## config.mk

```make
export PLATFORM = sky130hd
export DESIGN_NAME = pwm_multi
export DESIGN_NICKNAME = d
export VERILOG_FILES = /design/src/rtl/pwm_multi.sv
export SDC_FILE = /design/constraint.sdc
export NUM_CORES = 1
export LEC_CHECK = 0
export BUFFER_PORTS_ARGS = -buffer_cell sky130_fd_sc_hd__buf_2
export CAP_MARGIN = 0
export CORE_MARGIN = 3
export CORE_UTILIZATION = 55
export CTS_CLUSTER_DIAMETER = 40
export CTS_CLUSTER_SIZE = 40
export DETAILED_ROUTE_END_ITERATION = 7
export PLACE_DENSITY_LB_ADDON = 0.08
export SETUP_SLACK_MARGIN = 0.02
export SYNTH_ARGS = -nofsm -noshare
export SYNTH_HDL_FRONTEND = slang
export SYNTH_SLANG_ARGS = --single-unit
```

## constraint.sdc

```tcl
create_clock -name clock -period 8.3 [get_ports clock]
set_input_delay 0.415 -clock clock [delete_from_list [all_inputs] [get_ports clock]]
set_output_delay 0.415 -clock clock [all_outputs]
set_load 0.01 [all_outputs]
```

## src/rtl/pwm_multi.sv

```systemverilog
// Multi-channel PWM peripheral for the Minisys-1A memory-mapped I/O bus.
// Each channel has max/thr/ctrl/status registers and a free-running counter.
// Optional feature macro: PWM_SHADOW_EN. When defined, max/thr are double-buffered
// (bus writes land in shadow registers, copied to the active pair on wrap or while
// disabled). When undefined, writes go straight to the active registers.
module pwm_multi #(
  parameter int unsigned CHANNELS = 4,
  parameter int unsigned WIDTH    = 16,
  parameter int unsigned AW       = 3 + $clog2(CHANNELS)
) (
  input  logic                clock,
  input  logic                reset,
  input  logic                pwmCtrl,
  input  logic                write_enable,
  input  logic [AW-1:0]       address,
  input  logic [WIDTH-1:0]    write_data_in,
  output logic [WIDTH-1:0]    read_data_out,
  output logic [CHANNELS-1:0] PWM_output,
  output logic                irq
);

  localparam logic [WIDTH-1:0] MaxRst = '1;
  localparam logic [WIDTH-1:0] ThrRst = MaxRst >> 1;

  localparam logic [1:0] RegMax    = 2'd0;
  localparam logic [1:0] RegThr    = 2'd1;
  localparam logic [1:0] RegCtrl   = 2'd2;
  localparam logic [1:0] RegStatus = 2'd3;

  logic [WIDTH-1:0]    act_max_q [CHANNELS];
  logic [WIDTH-1:0]    act_max_d [CHANNELS];
  logic [WIDTH-1:0]    act_thr_q [CHANNELS];
  logic [WIDTH-1:0]    act_thr_d [CHANNELS];
  logic [WIDTH-1:0]    cnt_q     [CHANNELS];
  logic [WIDTH-1:0]    cnt_d     [CHANNELS];
  logic [2:0]          ctrl_q    [CHANNELS];
  logic [2:0]          ctrl_d    [CHANNELS];
  logic [WIDTH-1:0]    vis_max   [CHANNELS];
  logic [WIDTH-1:0]    vis_thr   [CHANNELS];
  logic [CHANNELS-1:0] done_q, done_d;
  logic [CHANNELS-1:0] pwm_q, pwm_d;
  logic                irq_q, irq_d;
`ifdef PWM_SHADOW_EN
  logic [WIDTH-1:0]    shd_max_q [CHANNELS];
  logic [WIDTH-1:0]    shd_max_d [CHANNELS];
  logic [WIDTH-1:0]    shd_thr_q [CHANNELS];
  logic [WIDTH-1:0]    shd_thr_d [CHANNELS];
`endif

  logic [AW-1:0]       ch_field;
  logic [CHANNELS-1:0] ch_hit;
  logic [1:0]          reg_sel;
  logic                wr;

  assign ch_field   = address >> 3;
  assign wr         = pwmCtrl & write_enable;
  assign PWM_output = pwm_q;
  assign irq        = irq_q;

  // Address decode: channel hit vector and register select (odd offsets alias down).
  always_comb begin
    for (int i = 0; i < CHANNELS; i++) begin
      ch_hit[i] = (ch_field == AW'(i));
    end
    unique case (address[2:0])
      3'd0, 3'd1: reg_sel = RegMax;
      3'd2, 3'd3: reg_sel = RegThr;
      3'd4, 3'd5: reg_sel = RegCtrl;
      default:    reg_sel = RegStatus;
    endcase
  end

  // Bus-visible max/thr: shadow copies when double-buffered, else the active pair.
  always_comb begin
    for (int i = 0; i < CHANNELS; i++) begin
`ifdef PWM_SHADOW_EN
      vis_max[i] = shd_max_q[i];
      vis_thr[i] = shd_thr_q[i];
`else
      vis_max[i] = act_max_q[i];
      vis_thr[i] = act_thr_q[i];
`endif
    end
  end

  // Per-channel next state: counter, reloads, bus writes, DONE, output level and irq.
  always_comb begin
    irq_d = 1'b0;
    for (int i = 0; i < CHANNELS; i++) begin
      logic wrap;
      ctrl_d[i]    = ctrl_q[i];
      done_d[i]    = done_q[i];
      cnt_d[i]     = cnt_q[i];
      act_max_d[i] = act_max_q[i];
      act_thr_d[i] = act_thr_q[i];
`ifdef PWM_SHADOW_EN
      shd_max_d[i] = shd_max_q[i];
      shd_thr_d[i] = shd_thr_q[i];
`endif
      wrap = ctrl_q[i][0] && (cnt_q[i] >= act_max_q[i]);

      if (!ctrl_q[i][0]) begin
        cnt_d[i] = '0;
`ifdef PWM_SHADOW_EN
        act_max_d[i] = shd_max_q[i];
        act_thr_d[i] = shd_thr_q[i];
`endif
      end else if (wrap) begin
        cnt_d[i] = '0;
`ifdef PWM_SHADOW_EN
        act_max_d[i] = shd_max_q[i];
        act_thr_d[i] = shd_thr_q[i];
`endif
      end else begin
        cnt_d[i] = cnt_q[i] + 1'b1;
      end

      if (wr && ch_hit[i]) begin
        unique case (reg_sel)
          RegMax: begin
`ifdef PWM_SHADOW_EN
            shd_max_d[i] = write_data_in;
`else
            act_max_d[i] = write_data_in;
`endif
          end
          RegThr: begin
`ifdef PWM_SHADOW_EN
            shd_thr_d[i] = write_data_in;
`else
            act_thr_d[i] = write_data_in;
`endif
          end
          RegCtrl:   ctrl_d[i] = write_data_in[2:0];
          default: begin
            if (write_data_in[0]) done_d[i] = 1'b0;
          end
        endcase
      end

      // A wrap in the same cycle as a W1C keeps DONE set.
      if (wrap) done_d[i] = 1'b1;

      pwm_d[i] = ctrl_q[i][0] ? ((cnt_q[i] < act_thr_q[i]) ^ ctrl_q[i][1]) : ctrl_q[i][1];
      irq_d    = irq_d | (done_q[i] & ctrl_q[i][2]);
    end
  end

  // Combinational read mux; zero when not selected or channel out of range.
  always_comb begin
    read_data_out = '0;
    for (int i = 0; i < CHANNELS; i++) begin
      if (pwmCtrl && ch_hit[i]) begin
        unique case (reg_sel)
          RegMax:  read_data_out = vis_max[i];
          RegThr:  read_data_out = vis_thr[i];
          RegCtrl: read_data_out = WIDTH'(ctrl_q[i]);
          default: read_data_out = WIDTH'({pwm_q[i], done_q[i]});
        endcase
      end
    end
  end

  // State registers with asynchronous reset.
  always_ff @(posedge clock or posedge reset) begin
    if (reset) begin
      for (int i = 0; i < CHANNELS; i++) begin
        act_max_q[i] <= MaxRst;
        act_thr_q[i] <= ThrRst;
        cnt_q[i]     <= '0;
        ctrl_q[i]    <= '0;
`ifdef PWM_SHADOW_EN
        shd_max_q[i] <= MaxRst;
        shd_thr_q[i] <= ThrRst;
`endif
      end
      done_q <= '0;
      pwm_q  <= '0;
      irq_q  <= 1'b0;
    end else begin
      for (int i = 0; i < CHANNELS; i++) begin
        act_max_q[i] <= act_max_d[i];
        act_thr_q[i] <= act_thr_d[i];
        cnt_q[i]     <= cnt_d[i];
        ctrl_q[i]    <= ctrl_d[i];
`ifdef PWM_SHADOW_EN
        shd_max_q[i] <= shd_max_d[i];
        shd_thr_q[i] <= shd_thr_d[i];
`endif
      end
      done_q <= done_d;
      pwm_q  <= pwm_d;
      irq_q  <= irq_d;
    end
  end

endmodule

```

* Word level (Yosys, flattened, before mapping)
Cells that the tools add are included.
** Cells by class
- Bitwise operators :: 12
- Equal/unequal tests :: 14
- Muxes and demuxes :: 31
- Shift-type cells :: 0
- $lt $le $gt $ge :: 8
- Multiply operators :: 0
- $add $sub $neg :: 4
- Reductions and logical operators :: 43
- Divide/modulo/power cells :: 0
** Operators with widths (count)
- $mux W16 :: 12
- $pmux W16 S3 :: 4
- $add A16 B1 Y16 const B :: 4
- $ge A16 B16 Y1 :: 4
- $lt A16 B16 Y1 :: 4
- $reduce_and A2 Y1 :: 12
- $reduce_bool A2 Y1 :: 8
- $mux W1 :: 14
- $logic_and A1 B1 Y1 :: 12
- $reduce_and A3 Y1 :: 4
- $ne A2 B1 Y1 const B :: 4
- $eq A2 B2 Y1 const B :: 3
- $eq A3 B2 Y1 const B :: 2
- $eq A3 B3 Y1 const B :: 2
- $pmux W2 S3 :: 1
- $reduce_or A2 Y1 :: 3
- $and A1 B1 Y1 :: 5
- $logic_not A5 Y1 :: 1
- $eq A2 B1 Y1 const B :: 2
- $xor A1 B1 Y1 :: 4
- $eq A3 B1 Y1 const B :: 1
- $logic_not A3 Y1 :: 1
- $or A1 B1 Y1 :: 3
- $reduce_or A3 Y1 :: 1
- $logic_not A2 Y1 :: 1
** Storage, ports and cells
- ROM bits :: 0
- Bits in registers :: 213
- Memory bits (writable) :: 0
- Latch bits :: 0
- Memories kept :: 0
- Input bits :: 25
- Word-level logic and storage cells :: 134
- Output and inout bits :: 21

* Logic depth before layout (Yosys ltp)
Gate-level depths: netlist of the first run.
- Depth after elaboration :: 9
- Mapped depth :: 8
- Mapped depth without buffers :: 7

* Worst setup path before layout of the first run
OpenSTA, ideal clock, no wires.
- Kind :: in2out
- Start point :: input port address[2]
- End point :: output port read_data_out[1]
- Arrival time :: 1.553 ns
- Path slack :: 6.332 ns
- Data required time :: 7.885 ns
- Path buffers :: 2
- Stages :: 4
- Cells stage by stage :: buf_6 buf_6 mux4_2 a221o_1
** On the way
- Word-level cells in the longest chain between the ends :: 9
- Elaborated cells on any way between the ends :: 21
- Those cells by class :: 7 x eq/ne; 9 x mux; 5 x reduce/logical
** Ends and longest elaborated chain
- start, declared :: line 15 : input logic [AW-1:0] address,
- $eq A3 B3 Y1, or another cell as far along :: line 65 : unique case (address[2:0])
- $reduce_or A2 Y1 :: line 65
- $pmux W2 S3 * :: line 65
- $eq A2 B2 Y1, or another cell as far along :: line 154 : unique case (reg_sel)
- $pmux W16 S3 :: line 154
- $mux W16 (3 in a row) :: line 153 : if (pwmCtrl && ch_hit[i]) begin
- $mux W16 * :: line 153
- end, declared :: line 17 : output logic [WIDTH-1:0] read_data_out,
Mark *: on every way between the ends. The rest lies on a longest branch, timed or not.

* Worst setup path in the final report of the first run
- Start point :: input port address[2]
- End point :: output port read_data_out[0]
Same word-level chain as after synthesis.

==> results of run 1 <==
## logic make-up (layout without fill, tap and decap cells)
logic type / count (synthesis) / after routing / share of synthesized area
other: 0 / 1 / 0
flip-flops: 213 / 213 / 0.4299
AO/OA/AOI/OAI: 248 / 248 / 0.1200
adder cells (fa/ha/maj): 128 / 128 / 0.1255
multiplexers: 116 / 116 / 0.1047
AND/OR/NAND/NOR: 333 / 333 / 0.1177
buffers and inverters: 184 / 252 / 0.06090
XOR/XNOR: 60 / 60 / 0.04119
## per-stage QoR
step	hold slack (ns)	setup slack, ns
final	0.1303	5.233
after global routing	0.2207	5.120
after CTS	0.1931	5.389
after detailed placement	0.4911	4.867
after global placement	0.4843	4.919
after floorplan	0.4593	2.268
## state kept, by name, summed over array words and instances (netlist names)
signal      cells
act_thr_q      64
act_max_q      64
done_q          4
PWM_output      4
cnt_q          64
irq             1
ctrl_q         12
## power breakdown
part / total (mW) / switching [mW] / internal (mW) / leakage, nW
combinational: 0.704 / 0.418 / 0.287 / 3.50
sequential: 1.43 / 0.120 / 1.31 / 2.49
clock: 1.52 / 0.511 / 1.00 / 0.601
total: 3.65 / 1.05 / 2.60 / 6.60
## final timing paths
| check | from | slack, ns | end | depth (start not counted) |
|---|---|---|---|---|
| max reg2reg | act_max_q[57] | 5.90 | cnt_q[51] | 7 |
| min | reset | 0.13 | cnt_q[32] | 2 |
| max in group asynchronous | reset | 6.61 | act_thr_q[63] | 3 |
| max | address[2] | 5.23 | read_data_out[0] | 7 |
| min reg2reg | act_thr_q[28] | 0.50 | act_thr_q[28] | 2 |
| min in group clock | write_data_in[11] | 0.26 | act_thr_q[59] | 3 |
## cell usage after synthesis (14+ instances only)
library cell / n
nor2_1: 101
ha_1: 128
o22ai_1: 41
a221o_1: 14
nand2_1: 129
buf_2: 24
dfrtp_1: 89
dfstp_2: 124
inv_1: 139
nand4_1: 17
mux2i_1: 30
xor2_1: 38
o21ai_0: 89
nand3_1: 39
mux2_2: 80
xnor2_1: 22
a21oi_1: 45
## cell type report
| class | count | area share |
|---|---|---|
| Clock buffer | 47 | 0.07207 |
| Inverter | 140 | 0.03708 |
| Sequential cell | 213 | 0.3816 |
| Clock inverter | 17 | 0.01436 |
| Multi-Input combinational cell | 885 | 0.4525 |
| Antenna cell | 1 | 0.0001741 |
| Tap cell | 285 | 0.02481 |
| Timing Repair Buffer | 48 | 0.01741 |
## routing by layer
layer,GRT usage,wire [µm]
met1,0.3500,13870
met2,0.4424,15450
met3,0.05246,2145
met4,0.07825,838
met5,0,8
==> flow_summary_export.csv, run 1 <==
group,metric,value,unit
outcome,status,"complete, no violations",
worst_setup_path,end_kind,"output pin",
power_and_ir_drop,power,3.652,mW
power_and_ir_drop,powerDensity,254.0,nW/µm²
sta,min_period_over_period,0.3695,
global_routing,overflow,0,
final_layout,layout.nets,1477,
die,die-area,25060,µm²
clock_network,root_buffer,"clkbuf_16",
final_layout,seqCellArea,5485,µm²
sta,setup_viol,0,
final_layout,final_cell_mix,"inv_1, nand2_1, ha_1, dfstp_2, nor2_1",
clock_network,clk_latency,0.50,ns
final_layout,multi_input_area,6504,µm²
clock_network,clk_pin_slew_worst_paths,0.05,ns
place,dp_cells,1571,
clock_network,cts_buffers,36,
sta,fin_setup_tns,0,ns
final_layout,instances_no_fill,1636,
detailed_routing,first_pass_iters,5,
place,numPortBuffers,44,
synthesis,syn_area_per_cell,9.952,µm²
place,place_area,13130,µm²
detailed_routing,viasPerCell,5.772,
synthesis,synth_top_area_frac,0.2554,
detailed_routing,drc,0,
sta,maxSlewHeadroom,0.2641,
synthesis,synthCells,1282,
die,die_x,158.3,µm
sta,drv_slew,0,
sta,min_period,3.067,ns
worst_setup_path,worstPathArrival,2.65,ns
synthesis,synth_area,12760,µm²
synthesis,ys_warn_count,0,
clock_network,cts_tree,"done",
worst_setup_path,slowest_stage,"a221oi_1",
sta,worstMarginPinSlew,1.103,ns
worst_setup_path,critPathBufInv,2,
sta,hold_viol,0,
detailed_routing,drt-initial-drc-count,606,
place,post-dp-hpwl,22.97,mm
clock_network,cts_max_path_buffers,3,
die,die_y,158.3,µm
sta,rsz0062_at_grt,"no",
die,initial_core_util,0.5618,
worst_setup_path,critical_path_peak_fanout,23,
clock_network,post_cts_resized,0,
detailed_routing,vias,9443,
clock_network,ctsHoldBuffers,0,
place,gp_congestion,1.017,
die,rows,55,
synthesis,synth_top_area_cell,"dfstp_2",
hold_path,hp-class,"in2async",
synthesis,syn_nets,1435,
global_routing,grt.total_usage,0.2642,
global_routing,grt_pass1_vias,9382,
global_routing,grt_max_degree,142,
synthesis,synth-async-reset-ratio,1.000,
final_layout,final_area,14370,µm²
synthesis,yosys-top-cells-area,"dfstp_2, dfrtp_1, ha_1, mux2_2, inv_1",
final_layout,syn_to_final_growth,12.66,%
clock_network,h-tree-depth,2,
synthesis,ys_ff_latch,213,
global_routing,grt_antenna_before_repair,1,
power_and_ir_drop,ir_worst_vdd,0.1936,mV
job,max_cap_viol_count,0,
final_layout,mostFrequentLayoutCell,"inv_1",
detailed_routing,final_antenna_net_count,0,
clock_network,postCtsSetupBuffers,0,
worst_setup_path,crit_chain,"buf_2 > and2b_1 > nand2_1 > o21ai_0 > a221oi_1 > o21ai_0 > buf_2",
die,core_area,22710,µm²
sta,skew,0.01686,ns
die,ioPinCount,46,
worst_setup_path,path_class,"in2out",
synthesis,synth_edf_count,0,
synthesis,ys.flop_type,"dfstp_2",
synthesis,ys_seq_area_frac,0.4299,
synthesis,ys_types,52,
worst_setup_path,start_kind,"input port",
detailed_routing,wl,32.31,mm
worst_setup_path,cpPeakStageDelay,0.58,ns
detailed_routing,drt-wirelength-per-cell,19.75,µm
worst_setup_path,crit_family,"compound AO/OA/AOI/OAI gates",
final_layout,fillers,1896,
clock_network,cts_sinks,213,
worst_setup_path,critical_path_required,7.89,ns
power_and_ir_drop,leakage,6.597,nW
sta,clock.fmax,0.3260,GHz
final_layout,layout-drive-gt1-share,0.2504,
final_layout,final_util,0.6329,
global_routing,grt_pass1_wl,51.26,mm
Note: power is estimated with default switching activity, not from simulation.
==> run 2: changes to the inputs <==
==> constraint.sdc (replaced) <==
create_clock -name clock -period 2.8 [get_ports clock]
set_input_delay 0.14 -clock clock [delete_from_list [all_inputs] [get_ports clock]]
set_output_delay 0.14 -clock clock [all_outputs]
set_load 0.01 [all_outputs]
==> run 2 against run 1 <==
  * Design area increased by 1.9%
  * Sequential power increased to 3.0 times the previous value
  * Sequential share of layout area decreased by 0.73 points
  * Largest cell class unchanged
==> flow_summary_export.csv, run 2 (synthesis results as in run 1) <==
group,metric,value,unit
outcome,status,"complete, no violations",
clock_network,root_buffer,"clkbuf_16",
clock_network,cts_buffers,35,
sta,setup_viol,0,
die,initial_core_util,0.5618,
place,post-dp-hpwl,23.96,mm
final_layout,final_cell_mix,"inv_1, nand2_1, ha_1, dfstp_2, nor2_1",
global_routing,grt_max_degree,75,
final_layout,syn_to_final_growth,14.85,%
final_layout,mostFrequentLayoutCell,"inv_1",
clock_network,postCtsSetupBuffers,0,
power_and_ir_drop,ir_worst_vdd,0.6718,mV
worst_setup_path,cpPeakStageDelay,0.58,ns
sta,clock.fmax,0.4227,GHz
detailed_routing,wl,32.97,mm
place,numPortBuffers,44,
worst_setup_path,critical_path_peak_fanout,4,
die,die-area,25060,µm²
die,die_x,158.3,µm
sta,worstMarginPinSlew,0.7349,ns
worst_setup_path,start_kind,"flop",
power_and_ir_drop,p_seq_frac,0.389,
global_routing,grt_pass1_wl,51.61,mm
clock_network,cts_sinks,213,
final_layout,antennaDiodeCount,0,
sta,maxSlewHeadroom,0.5087,
clock_network,cts_tree,"done",
global_routing,grt_pass1_vias,9549,
global_routing,grt.total_usage,0.2672,
place,gp_congestion,0.9617,
die,ioPinCount,46,
power_and_ir_drop,p_sw,3.121,mW
final_layout,top_regs,"act_max_q (64), act_thr_q (64), cnt_q (64)",
detailed_routing,vias,9478,
detailed_routing,drt-wirelength-per-cell,19.84,µm
power_and_ir_drop,clock_power_share,0.416,
final_layout,final_util,0.6452,
power_and_ir_drop,comb_power_share,0.195,
worst_setup_path,path_class,"reg2out",
power_and_ir_drop,p_int,7.803,mW
sta,fin_setup_tns,0,ns
power_and_ir_drop,swShare,0.2857,
sta,min_period,2.366,ns
worst_setup_path,end_kind,"output pin",
final_layout,layout.nets,1504,
detailed_routing,viasPerCell,5.703,
worst_setup_path,crit_chain,"mux2i_1 > o21ai_0 > a221oi_1 > o21ai_0 > buf_2",
sta,drv_slew,0,
die,die_y,158.3,µm
detailed_routing,drt-initial-drc-count,487,
power_and_ir_drop,powerDensity,745.6,nW/µm²
worst_setup_path,critical_path_required,2.66,ns
clock_network,clk_pin_slew_worst_paths,0.05,ns
worst_setup_path,cpMostUsedCell,"o21ai_0",
worst_setup_path,worstPathArrival,2.23,ns
worst_setup_path,slowest_stage,"a221oi_1",
die,rows,55,
hold_path,hp-class,"in2reg",
final_layout,layout-drive-gt1-share,0.2556,
place,dpl_worst_slack,0.1971,ns
job,max_cap_viol_count,0,
die,core_area,22710,µm²
global_routing,grt_antenna_before_repair,0,
clock_network,cts_max_path_buffers,3,
sta,rsz0062_at_grt,"no",
clock_network,clk_latency,0.51,ns
sta,skew,0.01551,ns
detailed_routing,drc,0,
power_and_ir_drop,leakage,6.745,nW
sta,fin_ws,0.4342,ns
sta,fin_hold_ws,0.03196,ns
detailed_routing,final_antenna_net_count,0,
global_routing,overflow,0,
sta,min_period_over_period,0.8449,
sta,hold_viol,0,
detailed_routing,first_pass_iters,7,
clock_network,h-tree-depth,2,
[run 2: what timing repair did]
item,4_1_cts,5_1_grt
hold buffers,13,0
endpoints found under the hold margin,52,0
gates resized for setup,0,0
[run 2: power by group through the flow]
stage / Combinational (mW) / Clock, mW / Sequential, mW
6_report: 2.13 / 4.55 / 4.25
5_1_grt: 2.41 / 4.77 / 4.32
4_1_cts: 2.14 / 4.63 / 4.24
3_5_place_dp: 2.10 / 0 / 4.28
3_3_place_gp: 2.04 / 0 / 4.27
2_1_floorplan: 1.50 / 0 / 4.17
[run 2: area by class of cell]
class | instances | area (µm²)
Clock buffer | 45 | 985.9
Clock inverter | 18 | 249.0
Fill cell | 1831 | 8056
Inverter | 140 | 529.3
Multi-Input combinational cell | 885 | 6504
Sequential cell | 213 | 5485
Tap cell | 285 | 356.6
Timing Repair Buffer | 76 | 543.0
[run 2: through the flow]
| step | instances | instance area (µm²) | total power [mW] |
|---|---|---|---|
| 2_1_floorplan | 1282 | 12760 | 5.674 |
| 3_3_place_gp | 1585 | 13280 | 6.308 |
| 3_5_place_dp | 1585 | 13280 | 6.384 |
| 4_1_cts | 1661 | 14650 | 11.02 |
| 5_1_grt | 1662 | 14650 | 11.50 |
| 6_report | 1662 | 14650 | 10.92 |
[run 2: metal layers]
| layer | wire length (µm) | vias up | track usage |
|---|---|---|---|
| li1 | - | 4624 | - |
| met1 | 14450 | 4509 | 0.3473 |
| met2 | 15280 | 275 | 0.4396 |
| met3 | 2156 | 70 | 0.06578 |
| met4 | 1086 | 0 | 0.09177 |
| met5 | 0 | - | 0 |
[run 2: final timing paths]
check | cells past startpoint | start | endpoint | slack (ns)
min in group asynchronous | 3 | reset | cnt_q[43] | 0.28
max in group asynchronous | 4 | reset | act_max_q[30] | 1.67
worst max-delay path | 5 | ctrl_q[9] | read_data_out[0] | 0.43
worst min-delay path | 3 | write_data_in[15] | act_thr_q[63] | 0.03
worst min register to register | 1 | ctrl_q[1] | PWM_output[3] | 0.50
worst max register to register | 8 | act_max_q[25] | cnt_q[28] | 0.55
[run 2: worst max-delay path, delay by kind of cell (launching register included)]
kind | cells | cell delay [ns]
multiplexers | 1 | 0.20
flip-flops | 1 | 0.45
buffers and inverters | 1 | 0.18
AO/OA/AOI/OAI | 3 | 0.89
